==> src/rtl/apb_slave_mem.sv <==
// Byte-wide APB slave: register memory, lock control register, programmable
// wait states on pready, pslverr on bad address / locked write, saturating error counter.
module apb_slave_mem #(
   parameter int         DEPTH       = 64,
   parameter int         WAIT_CYCLES = 2,
   parameter logic [7:0] CTRL_ADDR   = 8'hFF
) (
   input  logic       pclk,
   input  logic       presetn,
   input  logic       psel,
   input  logic       penable,
   input  logic       pwrite,
   input  logic [8:0] paddr,
   input  logic [7:0] pwdata,
   output logic       pready,
   output logic       pslverr,
   output logic [7:0] prdata,
   output logic       lock,
   output logic [7:0] err_count
);

   localparam int         AW      = (DEPTH > 1) ? $clog2(DEPTH) : 1;
   localparam logic [8:0] DEPTH_W = 9'(DEPTH);
   localparam logic [3:0] WAIT_W  = 4'(WAIT_CYCLES);

   typedef enum logic {IDLE, ACCESS} state_t;

   state_t     state_reg, state_next;
   logic [3:0] wait_cnt_reg, wait_cnt_next;
   logic [7:0] addr_reg;
   logic       write_reg;
   logic [7:0] wdata_reg;
   logic       ctrl_reg;
   logic [7:0] err_count_reg;
   logic [7:0] mem [DEPTH];

   logic       capture;
   logic       is_ctrl;
   logic       in_range;
   logic       error;
   logic       unused_addr_bit;

   // Bit 8 is the master's slave decode and carries no information here.
   assign unused_addr_bit = paddr[8];

   always_comb begin
      state_next    = state_reg;
      wait_cnt_next = wait_cnt_reg;
      capture       = 1'b0;
      case (state_reg)
         IDLE: begin
            if (psel && !penable) begin
               capture       = 1'b1;
               wait_cnt_next = WAIT_W;
               state_next    = ACCESS;
            end
         end
         ACCESS: begin
            if (!psel) begin
               state_next = IDLE;
            end else if (wait_cnt_reg != 4'd0) begin
               wait_cnt_next = wait_cnt_reg - 4'd1;
            end else begin
               state_next = IDLE;
            end
         end
         default: state_next = IDLE;
      endcase
   end

   always_ff @(posedge pclk or negedge presetn) begin
      if (!presetn) begin
         state_reg    <= IDLE;
         wait_cnt_reg <= 4'd0;
         addr_reg     <= 8'd0;
         write_reg    <= 1'b0;
         wdata_reg    <= 8'd0;
      end else begin
         state_reg    <= state_next;
         wait_cnt_reg <= wait_cnt_next;
         if (capture) begin
            addr_reg  <= paddr[7:0];
            write_reg <= pwrite;
            wdata_reg <= pwdata;
         end
      end
   end

   // Decode works only on the captured address/direction, never the live bus.
   assign is_ctrl  = (addr_reg == CTRL_ADDR);
   assign in_range = ({1'b0, addr_reg} < DEPTH_W);
   assign error    = !is_ctrl && (!in_range || (write_reg && ctrl_reg));

   assign pready  = (state_reg == ACCESS) && (wait_cnt_reg == 4'd0) && psel && penable;
   assign pslverr = pready && error;

   always_comb begin
      prdata = 8'd0;
      if (pready && !write_reg && !error) begin
         if (is_ctrl) prdata = {7'd0, ctrl_reg};
         else         prdata = mem[addr_reg[AW-1:0]];
      end
   end

   always_ff @(posedge pclk or negedge presetn) begin
      if (!presetn) begin
         ctrl_reg      <= 1'b0;
         err_count_reg <= 8'd0;
         for (int i = 0; i < DEPTH; i++) mem[i] <= 8'd0;
      end else if (pready) begin
         if (error) begin
            if (err_count_reg != 8'hFF) err_count_reg <= err_count_reg + 8'd1;
         end else if (write_reg) begin
            if (is_ctrl) ctrl_reg <= wdata_reg[0];
            else         mem[addr_reg[AW-1:0]] <= wdata_reg;
         end
      end
   end

   assign lock      = ctrl_reg;
   assign err_count = err_count_reg;

endmodule

==> config.mk <==
export PLATFORM = sky130hd
export DESIGN_NAME = apb_slave_mem
export DESIGN_NICKNAME = d
export VERILOG_FILES = /design/src/rtl/apb_slave_mem.sv
export SDC_FILE = /design/constraint.sdc
export NUM_CORES = 1
export LEC_CHECK = 0
export CORE_MARGIN = 2
export CORE_UTILIZATION = 68
export DETAILED_ROUTE_END_ITERATION = 10
export PLACE_DENSITY_LB_ADDON = 0.05
export SLEW_MARGIN = 20
export SYNTH_ARGS = -nofsm -noshare
export SYNTH_HDL_FRONTEND = slang
export SYNTH_SLANG_ARGS = --single-unit
export TNS_END_PERCENT = 50
==> constraint.sdc <==
create_clock -name pclk -period 6.4 [get_ports pclk]
set_input_delay 0.96 -clock pclk [delete_from_list [all_inputs] [get_ports pclk]]
set_output_delay 0.96 -clock pclk [all_outputs]
set_load 0.05 [all_outputs]
# Yosys cells after proc, flatten, opt, wreduce, memory -nomap -nowiden
# Cells that the tools add are included.
[totals]
regBits = 543
out_inout_bits = 19
inputBits = 22
[op_classes]
eq_ne = 5
mux = 17
bitwise = 4
n_addsub = 2
reduce_logical = 22
order_cmp = 3
[ops]
columns = ["operator", "count"]
rows = [
  ["512-bit bitwise mux", 1],
  ["8-bit binary-select mux with 6-bit select", 1],
  ["8-bit demux with 6-bit select", 1],
  ["8-bit 2-to-1 mux", 5],
  ["4-bit 2-to-1 mux", 3],
  ["1-bit logical AND", 10],
  ["8-bit by 1-bit adder with 8-bit output, second input constant", 1],
  ["8-bit == test, second input constant", 1],
  ["8-bit by 7-bit less-than comparator with 1-bit output, second input constant", 1],
  ["8-bit != test, second input constant", 1],
  ["4-bit one-hot mux with 2 select lines", 1],
  ["4-bit AND reduction", 2],
  ["7-bit greater-or-equal comparator, second input constant", 1],
  ["7-bit by 1-bit less-than comparator with 1-bit output, second input constant", 1],
  ["6-bit NOT with 7-bit output", 1],
  ["3-bit AND reduction", 2],
  ["1-bit zero test", 5],
  ["4-bit zero test", 1],
  ["1-bit 2-to-1 mux", 4],
  ["2-bit != test, second input constant", 2],
  ["4-bit nonzero test", 1],
  ["4-bit by 1-bit subtractor with 4-bit output, second input constant", 1],
  ["1-bit NOT", 3],
  ["2-bit by 1-bit != test with 1-bit output, second input constant", 1],
  ["2 further kinds", 2],
]

# Longest topological paths before layout
# Gate-level depths: netlist of the first run.
[logic_depth]
depth_word = 7
mapped_depth = 10
ltp_nobuf = 9

# Least setup slack after synthesis of the first run
# No wires, ideal clock.
[synth_path]
path_kind = "reg2out"
start = "reg addr_reg[1]"
end = "out prdata[7]"
slack_ns = 2.756
arrival_time_ns = 2.684
n_path_buf = 4
path_stages_with_launch = 9
path_cell_list = "dfrtp_1 clkbuf_1 buf_2 clkbuf_1 buf_1 a22oi_1 o21ai_0 a22oi_1 a31oi_1"
[synth_via]
elab_chain_cells = 7
[synth_lines]
columns = ["element", "line_no", "source"]
rows = [
  ["from (decl)", "30", "logic [7:0] addr_reg;"],
  ["from (signal assigned)", "82", "addr_reg <= paddr[7:0];"],
  ["parallel branches: the longest is 6 deep, another holds 8-bit binary-select mux with 6-bit select", "--", ""],
  ["8-bit 2-to-1 mux *", "99", "if (pready && !write_reg && !error) begin"],
  ["to (decl)", "17", "output logic [7:0] prdata,"],
]
# Every way passes the cells marked *. The select of a mux whose other input is x is not followed.

# Worst setup path in the final report of the first run
[layout_path]
start = "reg addr_reg[2]"
end = "out prdata[3]"
# Same word-level chain as after synthesis.

==> results of run 1 <==
[worst min path at each step]
| stage | from | endpoint | slack [ps] | cells after the start |
|---|---|---|---|---|
| finish | presetn | err_count[5]$_DFFE_PN0P_ | 370 | 1 |
| global placement | mem[63]$_DFFE_PN0P_ | mem[63]$_DFFE_PN0P_ | 470 | 1 |
| detailed placement | mem[57]$_DFFE_PN0P_ | mem[57]$_DFFE_PN0P_ | 480 | 1 |
| global route | presetn | err_count[5]$_DFFE_PN0P_ | 420 | 1 |
| floorplan | mem[58]$_DFFE_PN0P_ | mem[58]$_DFFE_PN0P_ | 460 | 1 |
| CTS | presetn | err_count[5]$_DFFE_PN0P_ | 400 | 1 |
[critical path, delay by kind of cell (launching register included)]
kind / cells / cell delay [ps]
DFF: 1 / 920
buffers and inverters: 1 / 880
AOI/OAI and AO/OA: 5 / 1300
and+or+nand+nor: 1 / 920
[power by group]
part           leakage (uW)  switching (uW)  internal (uW)
logic               0.00498             717            294
clock network      0.000894            1330           1890
registers           0.00753             188           3480
[routing by layer]
layer	global-route usage [%]	up-vias
li1	-	6637
met1	49.5	8395
met2	54.6	647
met3	6.84	188
met4	14.3	0
met5	0	-
[placed cells by master, fill, tap and decap left out, types with 5 or more instances in the layout]
cell type,instances
clkbuf_16,57
dfrtp_1,532
clkbuf_8,9
mux2_1,7
a22oi_1,34
mux4_2,49
buf_12,5
nand2_1,77
a31oi_1,9
a21oi_1,29
nand4_1,5
a221oi_1,34
nand2_4,8
dfrtp_4,5
buf_4,28
xor2_1,6
a221o_1,5
clkinv_2,13
dfrtp_2,6
nor2_1,35
nor3_1,10
inv_1,8
mux2i_1,73
a22o_1,14
nand3b_1,5
mux2_2,548
nor2_2,21
o22ai_1,18
nor2b_1,6
o21ai_0,33
clkbuf_1,16
nand3_1,9
clkdlybuf4s50_1,38
o211ai_1,6
[cells in the mapped netlist (7+ instances only)]
library cell	n	area, um^2
buf_1	17	63.8
a22o_1	14	123
o22ai_1	18	113
mux2i_1	73	731
o21ai_0	33	165
nor2_1	36	135
nor3_1	10	50.1
a21oi_1	29	145
mux4_2	49	1100
a31oi_1	9	56.3
nand2_4	8	90.1
nand2_1	77	289
buf_2	21	105
dfrtp_1	543	13600
mux2_1	7	78.8
a22oi_1	34	255
clkbuf_1	94	353
mux2_2	548	6170
nand3_1	9	45.0
nor2_2	20	125
inv_1	8	30.0
a221oi_1	34	298
[through the flow]
| step | setup WS, ps | util, % | instance area [um^2] | power, uW |
|---|---|---|---|---|
| after floorplan | 2760 | - | 24900 | 4260 |
| after global placement | 1560 | 70.8 | 25700 | 4700 |
| after detailed placement | 1560 | 70.8 | 25700 | 4720 |
| after CTS | 888 | 75.8 | 27500 | 7920 |
| after global routing | 746 | 75.8 | 27600 | 8130 |
| final | 766 | 75.8 | 27600 | 7900 |
[kinds of logic after synthesis]
logic type      Yosys count  synth area share [%]
mux                     677                  32.4
flops                   543                  54.5
compound gates          214                  6.15
simple gates            206                  4.32
buf+inv                 141                  2.23
xor+xnor                  9                 0.316
fa+ha+maj                 2                 0.100
[area by class of cell]
class                           instances  area [um^2]
Clock inverter                         18          193
Fill cell                            2311         8790
Clock buffer                           82         1610
Multi-Input combinational cell       1108        10800
Inverter                                9         33.8
Timing Repair Buffer                   72          706
Tap cell                              468          586
Sequential cell                       543        13600
==> flow_summary_export.csv, run 1 <==
group,metric,value,unit
outcome,status,"finished clean",
clock_network,cts_setup_buffers,0,
clock_network,clockBufferDepth,3,
yosys,synth.distinct_cells,63,
worst_setup_path,crit_end,"prdata[3]",
worst_setup_path,critPathSlowestCell,"dfrtp_4",
cells_and_area,instances_no_fill,2300,
die,die_h,196,um
yosys,yosysWarningCount,0,
die,die_area,38200,um^2
route,dr_wl_met2,30200,um
cells_and_area,final_nets,1813,
clock_network,ctsResizeCount,0,
cells_and_area,diodes,0,
worst_setup_path,cp.required,5440,ps
grt,grt_usage,35.2,%
clock_network,root_buffer,"clkbuf_16",
worst_setup_path,crit_path_start_kind,"flop",
sta,tns,0,ps
cells_and_area,layout-drive-gt1-share,41.9,%
route,dr.pass1.iters,6,
yosys,ys_seq_area_share,54.5,%
sta,post-route-period-util,88.0,%
flow_run,drv_cap,0,
yosys,avgSynthCellArea,13.9,um^2
power,powerDensity,287,nW/um^2
worst_setup_path,r2r-end,"mem[290]$_DFFE_PN0P_",
worst_setup_path,worst_setup_path_end_kind,"output pin",
die,initial_core_util,68.6,%
worst_setup_path,r2r-start,"addr_reg[2]$_DFFE_PN0P_",
place,place_congestion,0.931,
sta,setup_viol,0,
yosys,synth_flop_cell,"dfrtp_1",
cells_and_area,area_delta_synth_final,10.5,%
clock_network,h-tree-depth,2,
sta,hold_ws,371,ps
grt,grt_overflow,0,
route,maxUsedRoutingLayer,"met4",
power,leakage,0.0134,uW
sta,fmax,0.178,GHz
worst_setup_path,setup.worst_path.class,"reg -> out",
yosys,syn_nets,1816,
worst_setup_path,crit_chain,"and2_1, a22o_1, a22oi_1, o22ai_1, a211oi_1, a31oi_1, clkdlybuf4s50_1",
yosys,synth_edf_count,0,
worst_setup_path,slowest_delay,920,ps
grt,grt_pass1_vias,16400,
clock_network,cts.sinks,543,
clock_network,cts_buffers,55,
clock_network,cts_tree,"built",
route,vias_per_cell,6.90,
clock_network,hold_buffers,0,
sta,rsz0062_at_grt,"false",
power,vdd_drop_max,0.242,mV
yosys,async_reset_ff_share,100,%
die,io_pins,41,
yosys,syn-cell-area,24900,um^2
grt,grt_start_max_net_pins,183,
clock_network,clk_pin_slew,60,ps
die,design.core.area,36300,um^2
sta,final.setup_skew,17.2,ps
place,portBuffers,39,
worst_setup_path,path_max_fanout,44,
worst_setup_path,r2r_slack,1960,ps
cells_and_area,largest_reg_flops,512,
grt,antenna_found_initial,1,
route,postRouteAntennaNets,0,
cells_and_area,top_register,"mem",
worst_setup_path,critPathLaunch,"addr_reg[2]$_DFFE_PN0P_",
route,wl_per_cell,28.2,um
die,rows,70,
sta,finalCriticalPeriod,5630,ps
place,dp_cells,2200,
route,wl_met3,4760,um
sta,tightestPinTransition,1200,ps
route,via_count,15900,
place,dp_hpwl,40100,um
route,drc,0,
grt,grt_pass1_wl,101000,um
min_path,hp-class,"in -> async",
sta,drv_slew,0,
worst_setup_path,crit_arrival,4670,ps
clock_network,clk_latency,610,ps
worst_setup_path,reg2reg_depth,5,
route,met1_length,27200,um
die,chipWidth,196,um
route,drt-initial-drc-count,1345,
sta,hold_viol,0,
yosys,syn_inst,1792,
sta,max_slew_margin,19.4,%
yosys,ys_seq_elements,543,
route,drt_wl_total,65000,um
Power figures use the tool's default switching activity.
==> run 2, diff against run 1 <==
Settings changed: CAP_MARGIN set to 20.
==> run 2 against run 1 <==
Against the previous run: first-iteration DRC count decreased by 3.0%; critical endpoint unchanged; core utilization about the same; non-clock buffer count increased by 1; critical path depth unchanged; clock skew about the same; highest routed layer unchanged.
==> flow_summary_export.csv, run 2 (synthesis results as in run 1) <==
group,metric,value,unit
cells_and_area,final_common_cell,"mux2_2",
cells_and_area,multi_input_comb_area,10800,um^2
worst_setup_path,cp.required,5440,ps
power,powerDensity,287,nW/um^2
sta,tightestPinTransition,1200,ps
route,drt_wl_total,65000,um
worst_setup_path,crit_path_start_kind,"flop",
route,drt-initial-drc-count,1304,
clock_network,cts.sinks,543,
clock_network,ctsResizeCount,0,
cells_and_area,regArea,13600,um^2
die,initial_core_util,68.6,%
place,place_ws,1560,ps
die,die_h,196,um
route,dr.pass1.iters,5,
clock_network,root_buffer,"clkbuf_16",
sta,finalCriticalPeriod,5640,ps
cells_and_area,final_cell_mix,"mux2_2 (548), dfrtp_1 (532), nand2_1 (77)",
route,via_count,15800,
die,chipWidth,196,um
clock_network,h-tree-depth,2,
cells_and_area,fillers,2308,
power,vdd_drop_max,0.240,mV
route,postRouteAntennaNets,0,
worst_setup_path,r2r-start,"addr_reg[2]$_DFFE_PN0P_",
cells_and_area,top_register,"mem",
clock_network,hold_buffers,0,
place,placed_area,25700,um^2
die,die_area,38200,um^2
sta,drv_slew,0,
sta,fmax,0.177,GHz
outcome,status,"finished clean",
sta,rsz0062_at_grt,"false",
grt,grt_start_max_net_pins,183,
place,place_congestion,0.931,
route,wl_per_cell,28.2,um
sta,post-route-period-util,88.2,%
min_path,hp-class,"in -> async",
place,dp_cells,2200,
clock_network,cts_tree,"built",
cells_and_area,area_delta_synth_final,10.5,%
cells_and_area,diodes,0,
clock_network,clk_latency,610,ps
clock_network,cts_setup_buffers,0,
sta,tns,0,ps
cells_and_area,final_nets,1814,
worst_setup_path,crit_end,"prdata[3]",
worst_setup_path,critPathLaunch,"addr_reg[2]$_DFFE_PN0P_",
worst_setup_path,setup.worst_path.class,"reg -> out",
route,drc,0,
cells_and_area,fin_area,27600,um^2
grt,grt_usage,35.2,%
clock_network,cts_buffers,55,
worst_setup_path,path_max_fanout,44,
worst_setup_path,r2r-end,"mem[290]$_DFFE_PN0P_",
worst_setup_path,worst_setup_path_end_kind,"output pin",
cells_and_area,instances_no_fill,2301,
place,portBuffers,39,
place,dp_hpwl,40100,um
route,vias_per_cell,6.88,
clock_network,clockBufferDepth,3,
worst_setup_path,reg2reg_depth,5,
clock_network,clk_pin_slew,60,ps
die,design.core.area,36300,um^2
grt,grt_overflow,0,
grt,grt_pass1_vias,16400,
die,io_pins,41,
sta,hold_viol,0,
power,leakage,0.0134,uW
sta,max_slew_margin,20.0,%
sta,final.setup_skew,17.6,ps
worst_setup_path,r2r_slack,1970,ps
grt,grt_pass1_wl,101000,um
sta,hold_ws,379,ps
grt,antenna_found_initial,1,
flow_run,drv_cap,0,
sta,fin_ws,757,ps
sta,setup_viol,0,
die,rows,70,
worst_setup_path,crit_arrival,4680,ps
cells_and_area,layout-drive-gt1-share,42.0,%
cells_and_area,largest_reg_flops,512,
run 2: changes by cell type in the layout (fill, tap and decap cells not counted), sizes merged:
cell / previous run / this run
buf: 34 / 35
run 2: worst max-delay path, stage by stage, from the launching register on:
cell,delay (ps)
dfrtp_4,920
and2_1,920
a22o_1,240
a22oi_1,120
o22ai_1,440
a211oi_1,100
a31oi_1,400
clkdlybuf4s50_1,880
run 2: worst min path at each step:
stage,to,slack (ps),depth (start not counted)
after floorplan,mem[58]$_DFFE_PN0P_,460,1
after global placement,mem[63]$_DFFE_PN0P_,470,1
after detailed placement,mem[57]$_DFFE_PN0P_,480,1
after CTS,err_count[5]$_DFFE_PN0P_,400,1
after global routing,err_count[5]$_DFFE_PN0P_,420,1
final,err_count[5]$_DFFE_PN0P_,380,1
run 2: layout make-up:
cell class	count	share of cell area, %
clock buffers	82	5.84
clock inverters	18	0.699
inverters	9	0.123
multi-input cells	1108	39.2
flip-flops and latches	543	49.4
well taps	468	2.12
repair buffers	73	2.60
run 2: power by group:
group	leakage, uW	internal, uW	switching, uW
registers	0.00753	3480	187
clock network	0.000894	1890	1330
logic	0.00499	294	720
total	0.0134	5670	2240
run 2: routing by layer:
layer  wire length, um  vias up  GRT usage, %
li1                  -     6646             -
met1             26800     8339          49.5
met2             30400      675          54.6
met3              5020      181          6.84
met4              2720        0          14.3
met5                 0        -             0
run 2: stage by stage:
step	utilization [%]	power [uW]
global route	75.8	8130
floorplan	-	4260
detailed placement	70.8	4720
CTS	75.8	7920
finish	75.8	7900
global placement	70.8	4700
